### src/rtl/ice_uart_cmd_rx_pkg.sv
// Shared types and constants for the ICE UART command-frame receiver.
package ice_uart_cmd_rx_pkg;

  localparam int unsigned TIMEOUT_CYCLES_DEF = 20000;
  localparam logic [7:0]  EID_UNKNOWN        = 8'hFF;

  typedef enum logic [1:0] {
    ERR_NONE     = 2'd0,
    ERR_TIMEOUT  = 2'd1,
    ERR_OVERFLOW = 2'd2,
    ERR_BUSY     = 2'd3
  } err_code_t;

  typedef enum logic [2:0] {
    S_IDLE,
    S_EID,
    S_LEN,
    S_PAYLOAD,
    S_DRAIN,
    S_DISCARD
  } state_t;

endpackage

### src/rtl/ice_uart_cmd_rx_byte_fifo.sv
// Synchronous 8-bit FIFO with flush; pointers carry one extra wrap bit for full/empty.
module ice_byte_fifo #(
  parameter int unsigned DEPTH = 16
) (
  input  logic       clk,
  input  logic       reset,
  input  logic       flush,
  input  logic       push,
  input  logic       pop,
  input  logic [7:0] din,
  output logic [7:0] dout,
  output logic       full,
  output logic       empty
);

  localparam int unsigned AW = $clog2(DEPTH);

  logic [7:0]  mem [DEPTH];
  logic [AW:0] wr_ptr;
  logic [AW:0] rd_ptr;
  logic        do_push;
  logic        do_pop;

  assign empty   = (wr_ptr == rd_ptr);
  assign full    = (wr_ptr[AW] != rd_ptr[AW]) && (wr_ptr[AW-1:0] == rd_ptr[AW-1:0]);
  assign do_pop  = pop && !empty;
  assign do_push = push && (!full || do_pop);
  assign dout    = mem[rd_ptr[AW-1:0]];

  always_ff @(posedge clk or negedge reset) begin
    if (!reset) begin
      wr_ptr <= '0;
      rd_ptr <= '0;
    end else if (flush) begin
      wr_ptr <= '0;
      rd_ptr <= '0;
    end else begin
      if (do_push) wr_ptr <= wr_ptr + (AW+1)'(1);
      if (do_pop)  rd_ptr <= rd_ptr + (AW+1)'(1);
    end
  end

  always_ff @(posedge clk) begin
    if (do_push && !flush) mem[wr_ptr[AW-1:0]] <= din;
  end

endmodule

### src/rtl/ice_uart_cmd_rx.sv
// Host command frame receiver: [type, event_id, len, payload...] -> header handshake,
// buffered payload stream, and timeout/overflow/busy error reporting.
module ice_uart_cmd_rx
  import ice_uart_cmd_rx_pkg::*;
#(
  parameter int unsigned FIFO_DEPTH     = 16,
  parameter int unsigned TIMEOUT_CYCLES = TIMEOUT_CYCLES_DEF,
  parameter int unsigned TO_W           = 15
) (
  input  logic       clk,
  input  logic       reset,
  input  logic       rx_latch,
  input  logic [7:0] rx_data,
  output logic       hdr_valid,
  input  logic       hdr_ready,
  output logic [7:0] hdr_type,
  output logic [7:0] hdr_event_id,
  output logic [7:0] hdr_len,
  output logic       pl_valid,
  input  logic       pl_ready,
  output logic [7:0] pl_data,
  output logic       pl_last,
  output logic       pl_abort,
  output logic       err_valid,
  output logic [1:0] err_code,
  output logic [7:0] err_event_id,
  output logic       busy
);

  state_t      state, state_nxt;
  err_code_t   err_det, err_code_q;
  logic        rx_latch_d;
  logic        byte_acc, byte_ok;
  logic [TO_W-1:0] to_cnt;
  logic        to_count_en, to_hit;
  logic [7:0]  rx_cnt, pop_cnt;
  logic        hdr_taken, eid_seen, busy_pend;
  logic        push, pop, flush, fifo_full, fifo_empty;

  assign byte_acc    = rx_latch && !rx_latch_d;
  assign to_count_en = state inside {S_EID, S_LEN, S_PAYLOAD, S_DISCARD};
  assign to_hit      = to_count_en && (to_cnt == TO_W'(TIMEOUT_CYCLES));
  // An expiring timeout swallows a byte edge that lands in the same cycle.
  assign byte_ok     = byte_acc && !to_hit;
  assign err_code    = err_code_q;

  ice_byte_fifo #(.DEPTH(FIFO_DEPTH)) u_fifo (
    .clk   (clk),
    .reset (reset),
    .flush (flush),
    .push  (push),
    .pop   (pop),
    .din   (rx_data),
    .dout  (pl_data),
    .full  (fifo_full),
    .empty (fifo_empty)
  );

  always_ff @(posedge clk or negedge reset) begin
    if (!reset) state <= S_IDLE;
    else        state <= state_nxt;
  end

  always_comb begin
    state_nxt = state;
    unique case (state)
      S_IDLE:    if (byte_ok) state_nxt = S_EID;
      S_EID:     if (to_hit) state_nxt = S_IDLE;
                 else if (byte_ok) state_nxt = S_LEN;
      S_LEN:     if (to_hit) state_nxt = S_IDLE;
                 else if (byte_ok) state_nxt = (rx_data == '0) ? S_DRAIN : S_PAYLOAD;
      S_PAYLOAD: if (err_det == ERR_TIMEOUT) state_nxt = S_IDLE;
                 else if (err_det == ERR_OVERFLOW) state_nxt = S_DISCARD;
                 else if (push && rx_cnt == 8'd1) state_nxt = S_DRAIN;
      S_DRAIN:   if (hdr_taken && fifo_empty)
                   state_nxt = (busy_pend || byte_ok) ? S_DISCARD : S_IDLE;
      S_DISCARD: if (to_hit) state_nxt = S_IDLE;
      default:   state_nxt = S_IDLE;
    endcase
  end

  always_comb begin
    err_det = ERR_NONE;
    push    = 1'b0;
    unique case (state)
      S_EID, S_LEN: if (to_hit) err_det = ERR_TIMEOUT;
      S_PAYLOAD: begin
        if (to_hit)                     err_det = ERR_TIMEOUT;
        else if (byte_acc && fifo_full) err_det = ERR_OVERFLOW;
        else                            push    = byte_acc;
      end
      S_DRAIN:   if (byte_acc) err_det = ERR_BUSY;
      default:   ;
    endcase
    flush    = (err_det == ERR_TIMEOUT) || (err_det == ERR_OVERFLOW);
    pl_valid = !fifo_empty && hdr_taken;
    pop      = pl_valid && pl_ready;
    pl_last  = pl_valid && (hdr_len != '0) && (pop_cnt == hdr_len - 8'd1);
    busy     = (state != S_IDLE) || hdr_valid || !fifo_empty;
  end

  always_ff @(posedge clk or negedge reset) begin
    if (!reset) begin
      rx_latch_d   <= 1'b0;
      to_cnt       <= '0;
      hdr_type     <= '0;
      hdr_event_id <= '0;
      hdr_len      <= '0;
      rx_cnt       <= '0;
      pop_cnt      <= '0;
      hdr_valid    <= 1'b0;
      hdr_taken    <= 1'b0;
      eid_seen     <= 1'b0;
      busy_pend    <= 1'b0;
      err_valid    <= 1'b0;
      err_code_q   <= ERR_NONE;
      err_event_id <= '0;
      pl_abort     <= 1'b0;
    end else begin
      rx_latch_d <= rx_latch;
      to_cnt     <= (to_count_en && !byte_acc && !to_hit) ? to_cnt + TO_W'(1) : '0;
      err_valid  <= (err_det != ERR_NONE);
      pl_abort   <= flush;
      if (err_det != ERR_NONE) begin
        err_code_q   <= err_det;
        err_event_id <= (err_det != ERR_BUSY && eid_seen) ? hdr_event_id : EID_UNKNOWN;
      end
      if (byte_ok) begin
        case (state)
          S_IDLE: begin
            hdr_type <= rx_data;
            eid_seen <= 1'b0;
          end
          S_EID: begin
            hdr_event_id <= rx_data;
            eid_seen     <= 1'b1;
          end
          S_LEN: begin
            hdr_len   <= rx_data;
            rx_cnt    <= rx_data;
            hdr_valid <= 1'b1;
          end
          default: ;
        endcase
      end
      if (push) rx_cnt  <= rx_cnt - 8'd1;
      if (pop)  pop_cnt <= pop_cnt + 8'd1;
      if (hdr_valid && hdr_ready) begin
        hdr_valid <= 1'b0;
        hdr_taken <= 1'b1;
      end
      if (state_nxt != S_DRAIN)      busy_pend <= 1'b0;
      else if (err_det == ERR_BUSY)  busy_pend <= 1'b1;
      // Frame bookkeeping is dropped whenever the frame ends, normally or by abort.
      if (flush || state_nxt inside {S_IDLE, S_DISCARD}) begin
        hdr_valid <= 1'b0;
        hdr_taken <= 1'b0;
        pop_cnt   <= '0;
      end
    end
  end

endmodule

### config.mk
export PLATFORM = sky130hd
export DESIGN_NAME = ice_uart_cmd_rx
export DESIGN_NICKNAME = d
export VERILOG_FILES = /design/src/rtl/ice_uart_cmd_rx_pkg.sv /design/src/rtl/ice_uart_cmd_rx_byte_fifo.sv /design/src/rtl/ice_uart_cmd_rx.sv
export SDC_FILE = /design/constraint.sdc
export NUM_CORES = 1
export LEC_CHECK = 0
export BUFFER_PORTS_ARGS = -buffer_cell sky130_fd_sc_hd__buf_2
export CORE_MARGIN = 2
export CORE_UTILIZATION = 60
export CTS_CLUSTER_DIAMETER = 40
export DETAILED_ROUTE_END_ITERATION = 8
export MAX_ROUTING_LAYER = met4
export PLACE_DENSITY = 0.79
export SYNTH_ARGS = -nofsm -noshare
export SYNTH_HDL_FRONTEND = slang
export SYNTH_SLANG_ARGS = --single-unit
export TNS_END_PERCENT = 20
### constraint.sdc
create_clock -name clk -period 5.05 [get_ports clk]
set_input_delay 0.7575 -clock clk [delete_from_list [all_inputs] [get_ports clk]]
set_output_delay 0.7575 -clock clk [all_outputs]
set_load 0.05 [all_outputs]
After elaboration in Yosys (flattened, before gate mapping)
Memory sizes are Yosys's and may differ from the RTL's.
Index checks and enable logic that the tools add are counted.
Widths: inputs -> output; s select.
{"block": "word_totals", "ff_bits": 85, "latch_bits": 0, "ramBits": 128, "mem_bits_ro": 0, "in_bits": 13, "word_cells": 140, "mem_count": 1}
{"block": "classes", "addsub": 6, "mul": 0, "div": 0, "n_lt_le_gt_ge": 0, "n_eq_ne": 17, "shift": 0, "n_mux": 43, "bitwise": 0, "reduce_logical": 55}
{"name": "u_fifo.mem", "depth": 16, "word_bits": 8, "rd": 1, "rd_ports_with_merged_regs": 0, "wr": 1, "line": "ice_uart_cmd_rx_byte_fifo.sv:18", "source": "logic [7:0] mem [DEPTH];"}
{"op": "$mux 8", "count": 6}
{"op": "$mux 3", "count": 12}
{"op": "$mux 5", "count": 4}
{"op": "$reduce_bool 2->1", "count": 10}
{"op": "$logic_and 1x1->1", "count": 18}
{"op": "$pmux 3 s6", "count": 1}
{"op": "$sub 8x1->8 const B", "count": 2}
{"op": "$add 15x1->15 const B", "count": 1}
{"op": "$eq 15x15->1 const B", "count": 1}
{"op": "$mux 15", "count": 1}
{"op": "$mux 1", "count": 14}
{"op": "$reduce_and 2->1", "count": 6}
{"op": "$add 5x1->5 const B", "count": 2}
{"op": "$eq 3x3->1 const B", "count": 3}
{"op": "$reduce_bool 3->1", "count": 3}
{"op": "$add 8x1->8 const B", "count": 1}
{"op": "$eq 8x1->1 const B", "count": 1}
{"op": "$eq 8x8->1", "count": 1}
{"op": "$logic_not 8->1", "count": 1}
{"op": "$reduce_bool 8->1", "count": 1}
{"op": "$eq 3x2->1 const B", "count": 2}
{"op": "$logic_not 1->1", "count": 6}
{"op": "$logic_not 3->1", "count": 2}
{"op": "$logic_or 1x1->1", "count": 6}
{"op": "13 further kinds", "count": 16}

Logic depth before layout (Yosys ltp)
{"block": "logic_depth", "depth_word": 16, "depth_mapped": 15, "ltp_nobuf": 14}

Hierarchy
From an unflattened synthesis, not the netlist that was laid out.
{"block": "hier_totals", "cells_unflattened": 655, "area_unflattened_um2": 9635.5}
{"mod": "ice_byte_fifo", "n_inst": 1, "cells_per_inst": 267, "area_per_inst_um2": 5671.7, "seq_area_each_um2": 4093.9}
{"mod": "ice_uart_cmd_rx", "n_inst": 1, "cells_per_inst": 388, "area_per_inst_um2": 3963.8, "seq_area_each_um2": 1876.8}

Least setup slack after synthesis
No wires, ideal clock.
{"block": "synth_timing", "kind": "register to output", "startpoint": "register hdr_len[3]", "endpoint": "output port pl_last", "arrival_time_ns": 4.373, "required_ns": 4.293, "path_slack_ns": -0.080, "stages_incl_launch_ff": 7, "path_cell_list": "dfrtp_1 or3_1 or3_1 nor3b_1 a21oi_1 a211o_1 a2111oi_0"}
{"block": "synth_between", "elab_chain_len": 3}
{"element": "start, declared", "line": "ice_uart_cmd_rx.sv:18", "source": "output logic [7:0] hdr_len,"}
{"element": "start signal, assigned", "line": "ice_uart_cmd_rx.sv:139", "source": "hdr_len <= rx_data;"}
{"element": "$sub 8x1->8 or $reduce_bool 8->1 (tied branches)", "line": "ice_uart_cmd_rx.sv:98", "source": "pl_last = pl_valid && (hdr_len != '0) && (pop_cnt == hdr_len - 8'd1);"}
{"element": "$eq 8x8->1 or $logic_and 1x1->1 (tied branches)", "line": "ice_uart_cmd_rx.sv:98"}
{"element": "$logic_and 1x1->1 (*)", "line": "ice_uart_cmd_rx.sv:98"}
{"element": "end, declared", "line": "ice_uart_cmd_rx.sv:22", "source": "output logic pl_last,"}
Every way passes the cells marked *; elsewhere a longest branch is shown, timed or not.

Final worst setup path
{"block": "layout_timing", "startpoint": "register to_cnt[0]", "endpoint": "memory u_fifo.mem[0][2] (enable)"}
{"block": "layout_between", "elab_chain_len": 10}
{"element": "start, declared", "line": "ice_uart_cmd_rx.sv:34", "source": "logic [TO_W-1:0] to_cnt;"}
{"element": "start signal, assigned", "line": "ice_uart_cmd_rx.sv:121", "source": "to_cnt <= (to_count_en && !byte_acc && !to_hit) ? to_cnt + TO_W'(1) : '0;"}
{"element": "$eq 15x15->1 (*)", "line": "ice_uart_cmd_rx.sv:42", "source": "assign to_hit = to_count_en && (to_cnt == TO_W'(TIMEOUT_CYCLES));"}
{"element": "$logic_and 1x1->1 (*)", "line": "ice_uart_cmd_rx.sv:42"}
{"element": "$mux 2 or $mux 1 (tied branches)", "line": "ice_uart_cmd_rx.sv:88, ice_uart_cmd_rx.sv:86"}
{"element": "$pmux 2 s3 (*)", "line": "ice_uart_cmd_rx.sv:85", "source": "unique case (state)"}
{"element": "named net err_det[0]", "line": "ice_uart_cmd_rx.sv:31", "source": "err_code_t err_det, err_code_q;"}
{"element": "$eq 2x1->1 or $eq 2x2->1 (tied branches)", "line": "ice_uart_cmd_rx.sv:95", "source": "flush = (err_det == ERR_TIMEOUT) || (err_det == ERR_OVERFLOW);"}
{"element": "$logic_or 1x1->1 (*)", "line": "ice_uart_cmd_rx.sv:95"}
{"element": "named net flush", "line": "ice_uart_cmd_rx.sv:38", "source": "logic push, pop, flush, fifo_full, fifo_empty;"}
{"element": "$logic_not 1->1 (*)", "line": "ice_uart_cmd_rx_byte_fifo.sv:44", "source": "if (do_push && !flush) mem[wr_ptr[AW-1:0]] <= din;"}
{"element": "$logic_and 1x1->1 (*)", "line": "ice_uart_cmd_rx_byte_fifo.sv:44"}
{"element": "$mux 1 (*)", "line": "ice_uart_cmd_rx_byte_fifo.sv:44"}
{"element": "$mux 1 (not written as such) (*)", "line": "ice_uart_cmd_rx_byte_fifo.sv:44"}
{"element": "end, declared", "line": "ice_uart_cmd_rx_byte_fifo.sv:18"}
Mark *: on every way through the listed nets, which the timed path passes. The rest lies on a longest branch.

==> flow_summary_export.csv <==
group,metric,value,unit
outcome,status,"finished, final reports clean",
logic_synthesis,avgSynthCellArea,14.27,µm²
place,dp_hpwl,13.53,mm
clock_network,hold_buffers,0,
critical_path,reg2reg_to,"u_fifo.mem[0][2]",
die,die_w,129.1,µm
critical_path,worstPathRequired,5.22,ns
global_route,antenna_found_initial,0,
layout,syn_to_final_growth,14.51,%
critical_path,cp_num_buf_inv,2,
global_route,grt_max_degree,86,
critical_path,cp_slowest_cell,"nor4_1",
sta,rsz0062_at_grt,"no",
power_and_ir_drop,vdd_ir_drop_max,0.3755,mV
critical_path,worst-setup-path-type,"reg -> reg",
clock_network,tritoncts,"yes",
place,gp_congestion,0.8874,
detailed_routing,wl_per_cell,22.01,µm
power_and_ir_drop,power_leakage,4.101,nW
clock_network,post_cts_resized,0,
die,io_pins,61,
logic_synthesis,syn_nets,687,
detailed_routing,drc,0,
sta,fin_setup_tns,0,ns
sta,min_period,4.071,ns
die,initial_core_util,0.6153,
clock_network,h-tree-depth,1,
power_and_ir_drop,switching_power,1.996,mW
global_route,grt_pass1_vias,5981,
logic_synthesis,yosys.cell_types.count,56,
logic_synthesis,synth-edff-count,128,
power_and_ir_drop,swShare,0.3568,
critical_path,r2r_setup_slack,0.98,ns
power_and_ir_drop,cellPowerDensity,520.2,nW/µm²
sta,finalSetupViolCount,0,
logic_synthesis,ys_warn_count,0,
worst_hold_path,min_path_cells,1,
sta,fin_skew,0.01410,ns
logic_synthesis,yosysMostFrequentCell,"edfxtp_1",
worst_hold_path,min_from,"rx_latch",
worst_hold_path,min_path_type,"in -> reg",
layout,instances_no_fill,953,
clock_network,clock-sinks,213,
power_and_ir_drop,p_comb_frac,0.275,
power_and_ir_drop,internal-power,3.598,mW
critical_path,r2r_cells,9,
sta,timing_hold_violations_final,0,
die,core_area,15260,µm²
sta,fmax,0.2456,GHz
critical_path,reg2reg_from,"to_cnt[0]",
critical_path,path_cells,"inv_1 > ha_1 > nor4bb_1 > nand4_1 > o31ai_1 > inv_1 > ha_1 > nor4_1 > and2_1",
logic_synthesis,yosysTopAreaCell,"edfxtp_1",
critical_path,end_kind,"register",
sta,final_max_slew_viol_count,0,
logic_synthesis,syn_area,9389,µm²
logic_synthesis,yosys.area.top_type_share,0.4094,
global_route,gr-total-overflow,0,
sta,setup_ws,0.9787,ns
logic_synthesis,syn_inst,658,
die,dieArea,16670,µm²
critical_path,cp.arrival,4.25,ns
critical_path,cp_max_fo,15,
clock_network,cts_setup_buffers,0,
critical_path,start_kind,"register",
layout,utilization,0.7046,
worst_hold_path,min_to,"rx_latch_d",
detailed_routing,antenna_left,0,
clock_network,cts_root_buffer,"clkbuf_16",
place,preCtsSetupSlack,1.104,ns
layout,drive_above_1_share,0.2318,
sta,whs,0.3900,ns
place,place_inst,905,
place,portBuffers,60,
power_and_ir_drop,pwr-share-clk,0.325,
die,rows,45,
clock_network,cts_buffers,26,
detailed_routing,via_per_inst,6.132,
sta,timing.final.crit_share,0.8062,
layout,antenna_cells,0,
detailed_routing,drtIter0Drc,524,
run,drv_cap,0,
logic_synthesis,synth.area.top_cells,"edfxtp_1 (41%), dfrtp_1 (23%), mux4_2 (9.6%), xnor2_1 (2.4%), mux2_2 (2.2%)",
logic_synthesis,synth_seq_area_share,0.6359,
critical_path,max_stage_delay,0.69,ns
clock_network,clk_path_buf_depth,3,
critical_path,critPathTopFamily,"simple AND/OR/NAND/NOR gates",
global_route,grt_pass1_wl,33.31,mm
global_route,track_usage,0.2712,
detailed_routing,vias,5844,
sta,tightest_slew,1.183,ns
detailed_routing,firstDrtPassIters,7,
logic_synthesis,dominantRegCellSynth,"edfxtp_1",
logic_synthesis,ys_ff_latch,213,
clock_network,clkLatencyLatePin,0.51,ns
layout,nets,751,
detailed_routing,wl,20.98,mm
die,die_y,129.1,µm
logic_synthesis,ys_async_sr_fraction,0.3991,
sta,slew_headroom,0.2076,
logic_synthesis,netlist_top_cells_count,"edfxtp_1 (128), dfrtp_1 (85), nor2_1 (51), nand2_1 (41), mux4_2 (40)",
power_and_ir_drop,seq_power_share,0.400,
clock_network,clkTransAtPathRegs,0.06,ns
## power groups by stage
stage          clock (mW)  sequential (mW)  combinational [mW]
2_1_floorplan           0             2.69               0.694
3_3_place_gp            0             2.25                1.49
3_5_place_dp            0             2.26                1.53
4_1_cts              1.84             2.23                1.54
5_1_grt              1.92             2.26                1.63
6_report             1.82             2.24                1.54
## sequential cells by signal, summed over array words and instances, names as in the netlist
| signal | count |
|---|---|
| hdr_event_id | 8 |
| hdr_valid | 1 |
| err_code | 2 |
| rx_latch_d | 1 |
| err_valid | 1 |
| to_cnt | 15 |
| pl_abort | 1 |
| u_fifo.mem | 128 |
| hdr_type | 8 |
| hdr_taken | 1 |
| eid_seen | 1 |
| rx_cnt | 8 |
| u_fifo.wr_ptr | 5 |
| pop_cnt | 8 |
| busy_pend | 1 |
| err_event_id | 8 |
| hdr_len | 8 |
| state | 3 |
| u_fifo.rd_ptr | 5 |
## routing by layer
metal / share of wire / up-vias / track usage
li1: - / 2597 / -
met1: 0.41 / 2987 / 0.3517
met2: 0.51 / 222 / 0.4541
met3: 0.057 / 38 / 0.03757
met4: 0.024 / 0 / 0.08056
met5: 0 / - / -
## worst reg2reg max path, stage by stage, from the launching register on
cell and delay [ns]:
dfrtp_1 0.41, inv_1 0.07, ha_1 0.13, nor4bb_1 0.33, nand4_1 0.38, o31ai_1 0.59, inv_1 0.14, ha_1 0.53
nor4_1 0.70, and2_1 0.47
## cells in the final DEF (no fill, tap or decap), types with 13 or more instances in the layout
cell / count
xor2_1: 17
nor2_1: 51
nand2_1: 41
nor3_1: 19
edfxtp_1: 128
inv_1: 35
buf_2: 59
dfrtp_1: 84
ha_1: 16
xnor2_1: 26
o21ai_0: 13
clkbuf_16: 27
a21oi_1: 13
mux2_2: 18
mux4_2: 40
## layout make-up
type,instances,area (µm²)
clock buffer,29,683.2
clock inverter,19,183.9
fill,1007,4507
inverter,35,131.4
multi-input combinational,379,3162
sequential,213,5972
tap,211,264.0
timing repair buffer,67,355.3
## per-stage QoR
stage	power (mW)	cell area, µm²
after floorplan	3.386	9390
after global placement	3.745	9884
after detailed placement	3.790	9884
after CTS	5.613	10750
after global routing	5.815	10750
final	5.593	10750
## how the worst max path moves through the flow
stage / start / end / depth (start not counted)
after floorplan: hdr_len[3] / pl_last / 6
after global placement: to_cnt[0] / u_fifo.mem[2][1] / 9
after detailed placement: to_cnt[0] / u_fifo.mem[1][2] / 9
after CTS: to_cnt[0] / u_fifo.mem[1][5] / 9
after global routing: to_cnt[0] / u_fifo.mem[5][4] / 9
final: to_cnt[0] / u_fifo.mem[0][2] / 9
## logic make-up (layout without fill, tap and decap cells)
logic type / count (synthesis) / after routing / share of synthesized area
compound gates: 71 / 71 / 0.05317
simple gates: 189 / 189 / 0.1023
mux: 60 / 60 / 0.1197
buf+inv: 66 / 150 / 0.02745
flops: 213 / 213 / 0.6359
fa+ha+maj: 16 / 16 / 0.02132
xor+xnor: 43 / 43 / 0.04011
(Power assumes the default switching activity.)
